## config.mk

```make
export PLATFORM = sky130hd
export DESIGN_NAME = divider
export DESIGN_NICKNAME = d
export VERILOG_FILES = /design/src/rtl/divider.sv
export SDC_FILE = /design/constraint.sdc
export NUM_CORES = 1
export LEC_CHECK = 0
export BUFFER_PORTS_ARGS = -buffer_cell sky130_fd_sc_hd__clkbuf_2
export CORE_MARGIN = 2
export CORE_UTILIZATION = 40
export CTS_CLUSTER_DIAMETER = 40
export DETAILED_ROUTE_END_ITERATION = 8
export SLEW_MARGIN = 10
export SYNTH_ARGS = -nofsm -noshare
export SYNTH_HDL_FRONTEND = slang
export SYNTH_SLANG_ARGS = --single-unit
```

## constraint.sdc

```tcl
create_clock -name clk_i -period 5.59 [get_ports clk_i]
set_clock_uncertainty 0.1 [all_clocks]
set_input_delay 0.8385 -clock clk_i [delete_from_list [all_inputs] [get_ports clk_i]]
set_output_delay 0.8385 -clock clk_i [all_outputs]
set_load 0.02 [all_outputs]
```

## src/rtl/divider.sv

```systemverilog
// divider
//   Restoring shift-subtract divider producing one quotient bit per clock,
//   MSB first. A 2*WIDTH-bit dividend is divided by a WIDTH-bit divisor.
//   After the start is accepted, the result appears 2*WIDTH+1 cycles later.
//   A divide-by-zero request finishes one cycle after acceptance.
//
// Ports
//   clk_i          clock; all state changes on the rising edge
//   rst_i          synchronous, active-high reset
//   start_i        request pulse; operands are sampled when accepted (IDLE only)
//   dividend_i     unsigned numerator, 2*WIDTH bits
//   divisor_i      unsigned denominator, WIDTH bits
//   busy_o         high from the cycle after acceptance through the done cycle
//   done_o         one-cycle pulse; results are valid in that cycle
//   quotient_o     unsigned quotient, 2*WIDTH bits, held until the next done
//   remainder_o    unsigned remainder, WIDTH bits, held until the next done
//   div_by_zero_o  set with done when the divisor was 0, held with the results
module divider #(
  parameter int WIDTH = 16
) (
  input  logic                 clk_i,
  input  logic                 rst_i,
  input  logic                 start_i,
  input  logic [2*WIDTH-1:0]   dividend_i,
  input  logic [WIDTH-1:0]     divisor_i,
  output logic                 busy_o,
  output logic                 done_o,
  output logic [2*WIDTH-1:0]   quotient_o,
  output logic [WIDTH-1:0]     remainder_o,
  output logic                 div_by_zero_o
);

  localparam int DW = 2 * WIDTH;
  localparam int CW = $clog2(DW) + 1;  // wide enough to hold the value DW

  typedef enum logic [1:0] {IDLE, RUN, DONE} state_e;

  state_e           state_q, state_d;
  // Shift register: dividend bits leave at the top, quotient bits enter at the bottom.
  logic [DW-1:0]    dvd_q;
  logic [WIDTH-1:0] dsr_q;
  logic [WIDTH:0]   rem_q;
  logic [CW-1:0]    cnt_q;
  logic [DW-1:0]    quo_q;
  logic [WIDTH-1:0] rmd_q;
  logic             dbz_q;

  // One iteration of the restoring step.
  logic [WIDTH:0]   rem_shift;
  logic [WIDTH:0]   dsr_ext;
  logic             fits;
  logic [WIDTH:0]   rem_iter;
  logic [DW-1:0]    dvd_iter;

  always_comb begin
    dsr_ext   = {1'b0, dsr_q};
    // The extra remainder bit holds the bit shifted out, so the compare cannot overflow.
    rem_shift = (rem_q << 1) | {{WIDTH{1'b0}}, dvd_q[DW-1]};
    fits      = (rem_shift >= dsr_ext);
    rem_iter  = fits ? (rem_shift - dsr_ext) : rem_shift;
    dvd_iter  = {dvd_q[DW-2:0], fits};
  end

  // Next-state logic and status outputs.
  always_comb begin
    state_d = state_q;
    busy_o  = 1'b0;
    done_o  = 1'b0;
    case (state_q)
      IDLE: begin
        if (start_i) begin
          state_d = (divisor_i == '0) ? DONE : RUN;
        end
      end
      RUN: begin
        busy_o = 1'b1;
        if (cnt_q == CW'(1)) begin
          state_d = DONE;
        end
      end
      DONE: begin
        busy_o  = 1'b1;
        done_o  = 1'b1;
        state_d = IDLE;
      end
      default: state_d = IDLE;
    endcase
  end

  always_ff @(posedge clk_i) begin
    if (rst_i) begin
      state_q <= IDLE;
      dvd_q   <= '0;
      dsr_q   <= '0;
      rem_q   <= '0;
      cnt_q   <= '0;
      quo_q   <= '0;
      rmd_q   <= '0;
      dbz_q   <= 1'b0;
    end else begin
      state_q <= state_d;
      case (state_q)
        IDLE: begin
          if (start_i) begin
            dvd_q <= dividend_i;
            dsr_q <= divisor_i;
            rem_q <= '0;
            cnt_q <= CW'(DW);
            // Divide-by-zero skips RUN, so its results are published right here.
            if (divisor_i == '0) begin
              quo_q <= '1;
              rmd_q <= dividend_i[WIDTH-1:0];
              dbz_q <= 1'b1;
            end
          end
        end
        RUN: begin
          dvd_q <= dvd_iter;
          rem_q <= rem_iter;
          cnt_q <= cnt_q - CW'(1);
          // Publish on the last iteration so results are valid during DONE,
          // while earlier results stay visible for the whole run.
          if (cnt_q == CW'(1)) begin
            quo_q <= dvd_iter;
            rmd_q <= rem_iter[WIDTH-1:0];
            dbz_q <= 1'b0;
          end
        end
        default: ;
      endcase
    end
  end

  assign quotient_o    = quo_q;
  assign remainder_o   = rmd_q;
  assign div_by_zero_o = dbz_q;

endmodule

```

==> flow_metrics.py, run 1 <==
metrics = {
    "sta": {
        "tightest_slew_ns": 1.01,
        "rsz0062_at_grt": "false",
        "setup_violations": 0,
        "fmax_mhz": 314,
        "final_max_slew_viol_count": 0,
        "setup_tns_ns": 0,
        "finalHoldViolCount": 0,
        "slew_headroom_pct": 32.3,
        "min_period_ns": 3.19,
        "period_share_pct": 57.0,
    },
    "worst_setup_path": {
        "cp_cell_sequence": "inv_1, ha_1, inv_1, fa_1, a21o_1, a221oi_1, o311ai_0, o31ai_1, xnor2_1, mux2i_1, a211oi_1",
        "r2r_cells": 11,
        "r2r_start": "dvd_q[31]",
        "r2r_end": "remainder_o[14]",
        "path_common_cell": "inv_1",
        "criticalPathCategory": "register to register",
        "startpoint": "dvd_q[31]",
        "cp-end-kind": "register",
        "crit_arrival_ns": 3.41,
        "slowest_delay_ns": 0.47,
        "worst-r2r-setup-slack_ns": 2.40,
        "cp.required_ns": 5.81,
        "cp_slowest_cell": "a221oi_1",
        "worst_setup_path_start_kind": "register",
        "path_max_fanout": 5,
    },
    "min_path": {
        "min_to": "dsr_q[5]",
        "hp-start": "dsr_q[5]",
        "hold_class": "register to register",
        "min_path_cells": 2,
    },
    "yosys": {
        "syn-cell-area_mm2": 0.00601,
        "postSynthCellCount": 705,
        "syn-mean-instance-area_um2": 8.52,
        "ys_ff_latch": 121,
        "synthTopCellsByArea": "dfxtp_1 (40%), mux2i_1 (7.3%), a211oi_1 (5.4%), nor2_1 (4.9%), a311oi_1 (4.7%)",
        "ys_dominant_reg_cell": "dfxtp_1",
        "yosysTopAreaCell": "dfxtp_1",
        "syn_nets": 778,
        "synth_edf_count": 0,
        "synth_top_cell_area_share_pct": 40.3,
        "synth-seq-area-share_pct": 40.3,
        "yosysWarningCount": 0,
        "async_reset_ff_share_pct": 0,
        "synth.distinct_cells": 63,
    },
    "clock_network": {
        "tritoncts": "yes",
        "numCtsBuffers": 17,
        "clkTransAtPathRegs_ns": 0.06,
        "clockRootBuffer": "clkbuf_16",
        "h-tree-depth": 4,
        "cts_setup_buffers": 0,
        "postCtsHoldBufs": 0,
        "clockBufferDepth": 2,
        "clkLatencyLatePin_ns": 0.41,
        "cts.sinks": 121,
        "cts_resized": 0,
    },
    "floorplan": {
        "start_util_pct": 41.2,
        "dieWidth_um": 127,
        "core_area_mm2": 0.0146,
        "die_height_um": 127,
        "rows": 44,
        "io_pins": 102,
        "die_area_mm2": 0.0160,
    },
    "layout": {
        "syn_to_final_growth_pct": 18.5,
        "insertedDiodeCount": 0,
        "mostFrequentLayoutCell": "dfxtp_1",
        "final_cell_mix": "dfxtp_1 (121), clkbuf_2 (100), nor2_1 (78), nand2_1 (64), inv_1 (61)",
        "layout-drive-gt1-share_pct": 19.3,
        "final_cells": 975,
        "nets": 851,
    },
    "power": {
        "max-vdd-ir-drop_v": 0.000221,
        "power_leakage_nw": 2.82,
        "powerDensity_mw_per_mm2": 391,
    },
    "routing": {
        "viasPerCell": 5.40,
        "firstDrtPassIters": 5,
        "num_vias": 5262,
        "post-route-drc-count": 0,
        "detail-route-antenna-nets": 0,
        "wl_per_cell_um": 16.0,
        "totalWireLength_mm": 15.6,
        "first_iter_violations": 364,
    },
    "placement": {
        "dp_hpwl_mm": 11.3,
        "dp.cells": 943,
        "place_congestion": 0.863,
        "port_buffers": 101,
    },
    "global_route": {
        "grt_max_degree": 72,
        "grt_use_total_pct": 19.7,
        "grt_antenna_before_repair": 0,
        "grt_pass1_vias": 4989,
        "grt-ovfl-total": 0,
        "grt_pass1_wl_mm": 25.5,
    },
    "outcome": {
        "outcome": "finished, final reports clean",
    },
    "job": {
        "cap_violations": 0,
    },
}
[metrics by stage]
stage               total power (W)  util [%]  instance area [um2]  hold slack [ns]  worst slack, ns
floorplan                   0.00161         -                 6010            0.336             2.97
global placement            0.00176      45.0                 6560            0.347             2.31
detailed placement          0.00177      45.0                 6560            0.348             2.23
CTS                         0.00280      48.8                 7120            0.356             2.39
global route                0.00294      48.8                 7120            0.372             2.07
finish                      0.00278      48.8                 7120            0.356             2.40
[where the power goes]
part | internal [W] | switching [W]
clock network | 0.000609 | 0.000412
registers | 0.000954 | 0.0000651
logic | 0.000286 | 0.000453
[state kept, by name (all words and copies together), names as in the netlist]
name / flops
remainder_o: 16
dsr_q: 16
rem_q: 16
div_by_zero_o: 1
quotient_o: 32
dvd_q: 32
cnt_q: 6
state_q: 2
[cell usage after synthesis (2+ instances only)]
cell type    n
dfxtp_1    121
nor2_1      78
nand2_1     65
inv_1       61
mux2i_1     44
a211oi_1    43
a21oi_1     41
a311oi_1    32
clkbuf_1    32
ha_1        21
o22ai_1     15
o21ai_0     14
xnor2_1     11
buf_1        9
nor2b_1      9
a21o_1       8
nor4_1       8
o21ai_1      8
buf_2        6
nand2b_1     6
nand4_1      6
xor2_1       6
a31oi_1      5
and3_1       5
and2_1       4
nand3_1      4
a22oi_1      2
and4_1       2
buf_6        2
nor3_1       2
o21ba_2      2
or3_1        2
[critical path, delay by kind of cell, from the launching register on]
kind            cells  cell delay (ns)
mux                 1             0.12
compound gates      5             1.65
xor+xnor            1             0.16
flops               1             0.36
fa+ha+maj           2             0.57
buf+inv             2             0.14
[area by class of cell]
type	instances	area, um2
well taps	184	230
flip-flops and latches	121	2420
repair buffers	105	538
inverters	61	229
clock inverters	15	128
fillers	1406	7470
multi-input cells	472	3140
clock buffers	17	425
[kinds of logic after synthesis]
logic type	share of synthesized area, %
simple gates	15.3
mux	7.33
buf+inv	7.67
compound gates	22.2
flops	40.3
xor+xnor	2.48
fa+ha+maj	4.71
[worst max-delay path by stage]
stage	to	slack, ns	cells past startpoint
after global placement	remainder_o[15]	2.31	8
after floorplan	remainder_o[11]	2.97	8
final	remainder_o[14]	2.40	11
after detailed placement	remainder_o[14]	2.23	8
after global routing	remainder_o[14]	2.07	9
after CTS	remainder_o[14]	2.39	11
[routing by layer]
metal	GRT usage [%]	part of all wire (%)	vias up	wire length, um
li1	-	-	2660	-
met1	27.3	48	2465	7510
met3	4.64	5.0	8	784
met4	5.30	0.75	0	117
met2	30.8	46	129	7160
met5	0	0	-	0
No activity file was read; power rests on OpenSTA's default activity.
==> run 2, diff against run 1 <==
Clock period 5.59 ns to 2.55 ns, I/O delays scaled along.
==> run 2 against run 1 <==
  * Die area did not move
  * Count of clock-buffer cells in the layout up 5
  * Via count rose by 4.3%
  * Non-clock buffer count grew 59
  * Cell count rose by 5.9%
  * Combinational power rose to 3.0 times the previous value
  * Largest cell class unchanged
  * Highest routed layer unchanged
==> flow_metrics.py, run 2 (synthesis results as in run 1) <==
metrics = {
    "placement": {
        "dp_hpwl_mm": 11.6,
        "dp.cells": 997,
        "place_congestion": 0.937,
        "port_buffers": 101,
    },
    "layout": {
        "insertedDiodeCount": 0,
        "nets": 910,
        "final_cells": 1033,
        "final_cell_mix": "dfxtp_1 (113), clkbuf_2 (100), nor2_1 (78), nand2_1 (64), buf_4 (57)",
        "layout-drive-gt1-share_pct": 31.3,
        "fillers": 1299,
        "syn_to_final_growth_pct": 33.7,
        "multiInputGateArea_mm2": 0.00353,
        "mostFrequentLayoutCell": "dfxtp_1",
        "ff_latch_area_mm2": 0.00243,
    },
    "global_route": {
        "grt_pass1_vias": 5205,
        "top_usage_layer": "met2",
        "grt_pass1_wl_mm": 26.0,
        "grt_use_total_pct": 19.9,
        "grt_antenna_before_repair": 0,
        "grt_max_degree": 72,
        "grt_util_met1_pct": 26.7,
        "grt-ovfl-total": 0,
        "grtUsageMet2_pct": 32.5,
        "gr-usage-met3_pct": 4.77,
    },
    "clock_network": {
        "clkTransAtPathRegs_ns": 0.05,
        "clockRootBuffer": "clkbuf_16",
        "h-tree-depth": 4,
        "cts.sinks": 121,
        "tritoncts": "yes",
        "clkLatencyLatePin_ns": 0.41,
        "postCtsHoldBufs": 0,
        "numCtsBuffers": 17,
        "clockBufferDepth": 2,
    },
    "power": {
        "power_leakage_nw": 3.20,
        "max-vdd-ir-drop_v": 0.000472,
        "powerDensity_mw_per_mm2": 840,
    },
    "floorplan": {
        "io_pins": 102,
        "dieWidth_um": 127,
        "core_area_mm2": 0.0146,
        "die_area_mm2": 0.0160,
        "start_util_pct": 41.2,
        "rows": 44,
        "die_height_um": 127,
    },
    "sta": {
        "setup_tns_ns": 0,
        "slew_headroom_pct": 62.1,
        "final_max_slew_viol_count": 0,
        "whs_ns": 0.0994,
        "rsz0062_at_grt": "true",
        "setup_violations": 0,
        "tightest_slew_ns": 0.569,
        "period_share_pct": 99.3,
        "min_period_ns": 2.53,
        "fmax_mhz": 395,
        "finalHoldViolCount": 0,
    },
    "worst_setup_path": {
        "cp.required_ns": 2.73,
        "worst_setup_path_start_kind": "register",
        "crit_arrival_ns": 2.71,
        "path_max_fanout": 8,
        "cp-end-kind": "register",
        "criticalPathCategory": "register to register",
    },
    "outcome": {
        "outcome": "finished, final reports clean",
    },
    "job": {
        "cap_violations": 0,
    },
    "routing": {
        "detail-route-antenna-nets": 0,
        "post-route-drc-count": 0,
        "viasPerCell": 5.31,
        "wl_per_cell_um": 15.7,
        "num_vias": 5490,
        "first_iter_violations": 349,
        "totalWireLength_mm": 16.2,
        "firstDrtPassIters": 7,
    },
    "min_path": {
        "hold_class": "input port to register",
    },
}
run 2: cell types whose count changed in the layout (fill, tap and decap cells not counted), sizes merged:
| cell | delta |
|---|---|
| clkinvlp | -5 |
| bufinv | +1 |
| buf | +59 |
| inv | -2 |
| clkbuf | +5 |
run 2: repair_timing:
item / CTS / global route
cloned: 0 / 0
endpoints found under the setup margin: 22 / 34
gates resized for setup: 3 / 75
buffers inserted: 2 / 3
pin swaps: 4 / 25
run 2: power by group:
group / internal [W] / switching, W / total (W) / leakage (nW)
Clock: 0.00147 / 0.000833 / 0.00231 / 0.283
Sequential: 0.00210 / 0.000140 / 0.00224 / 0.992
Combinational: 0.00102 / 0.00118 / 0.00220 / 1.92
Total: 0.00459 / 0.00216 / 0.00675 / 3.20
run 2: cell type report:
class / instances / share of cell area, %
Sequential cell: 121 / 30.3
Inverter: 61 / 2.85
Multi-Input combinational cell: 472 / 44.0
Tap cell: 184 / 2.87
Clock buffer: 22 / 5.78
Timing Repair Buffer: 164 / 13.0
Clock inverter: 9 / 1.23
run 2: path summary, 6_finish.rpt:
| check | start | depth (start not counted) | slack, ns | to |
|---|---|---|---|---|
| max reg2reg | rem_q[3] | 9 | 0.02 | rem_q[3] |
| min | divisor_i[12] | 3 | 0.1 | dsr_q[12] |
| min reg2reg | dsr_q[7] | 2 | 0.35 | dsr_q[7] |
| max | rem_q[3] | 9 | 0.02 | rem_q[3] |
run 2: layer usage:
layer  up-vias  wire length (um)
li1       2768                 -
met3        21               748
met4         0               161
met1      2559              7600
met2       142              7690
met5         -                 0
run 2: worst max-delay path, cell delays in order, from the launching register on:
cell	delay, ns
dfxtp_1	0.37
ha_4	0.30
and4_4	0.21
or4b_4	0.48
o21ai_4	0.17
o21bai_4	0.19
buf_12	0.19
mux2i_1	0.20
buf_4	0.14
o21ai_1	0.05
run 2: metrics by stage:
stage          utilization (%)  area, um2  setup slack, ns  total power [W]
2_1_floorplan                -       6010        0.0000862          0.00353
3_3_place_gp              48.1       7020          -0.0295          0.00406
3_5_place_dp              48.1       7020          -0.0625          0.00411
4_1_cts                   52.1       7600          -0.0568          0.00644
5_1_grt                   55.1       8030           -0.105          0.00709
6_report                  55.1       8030           0.0166          0.00675
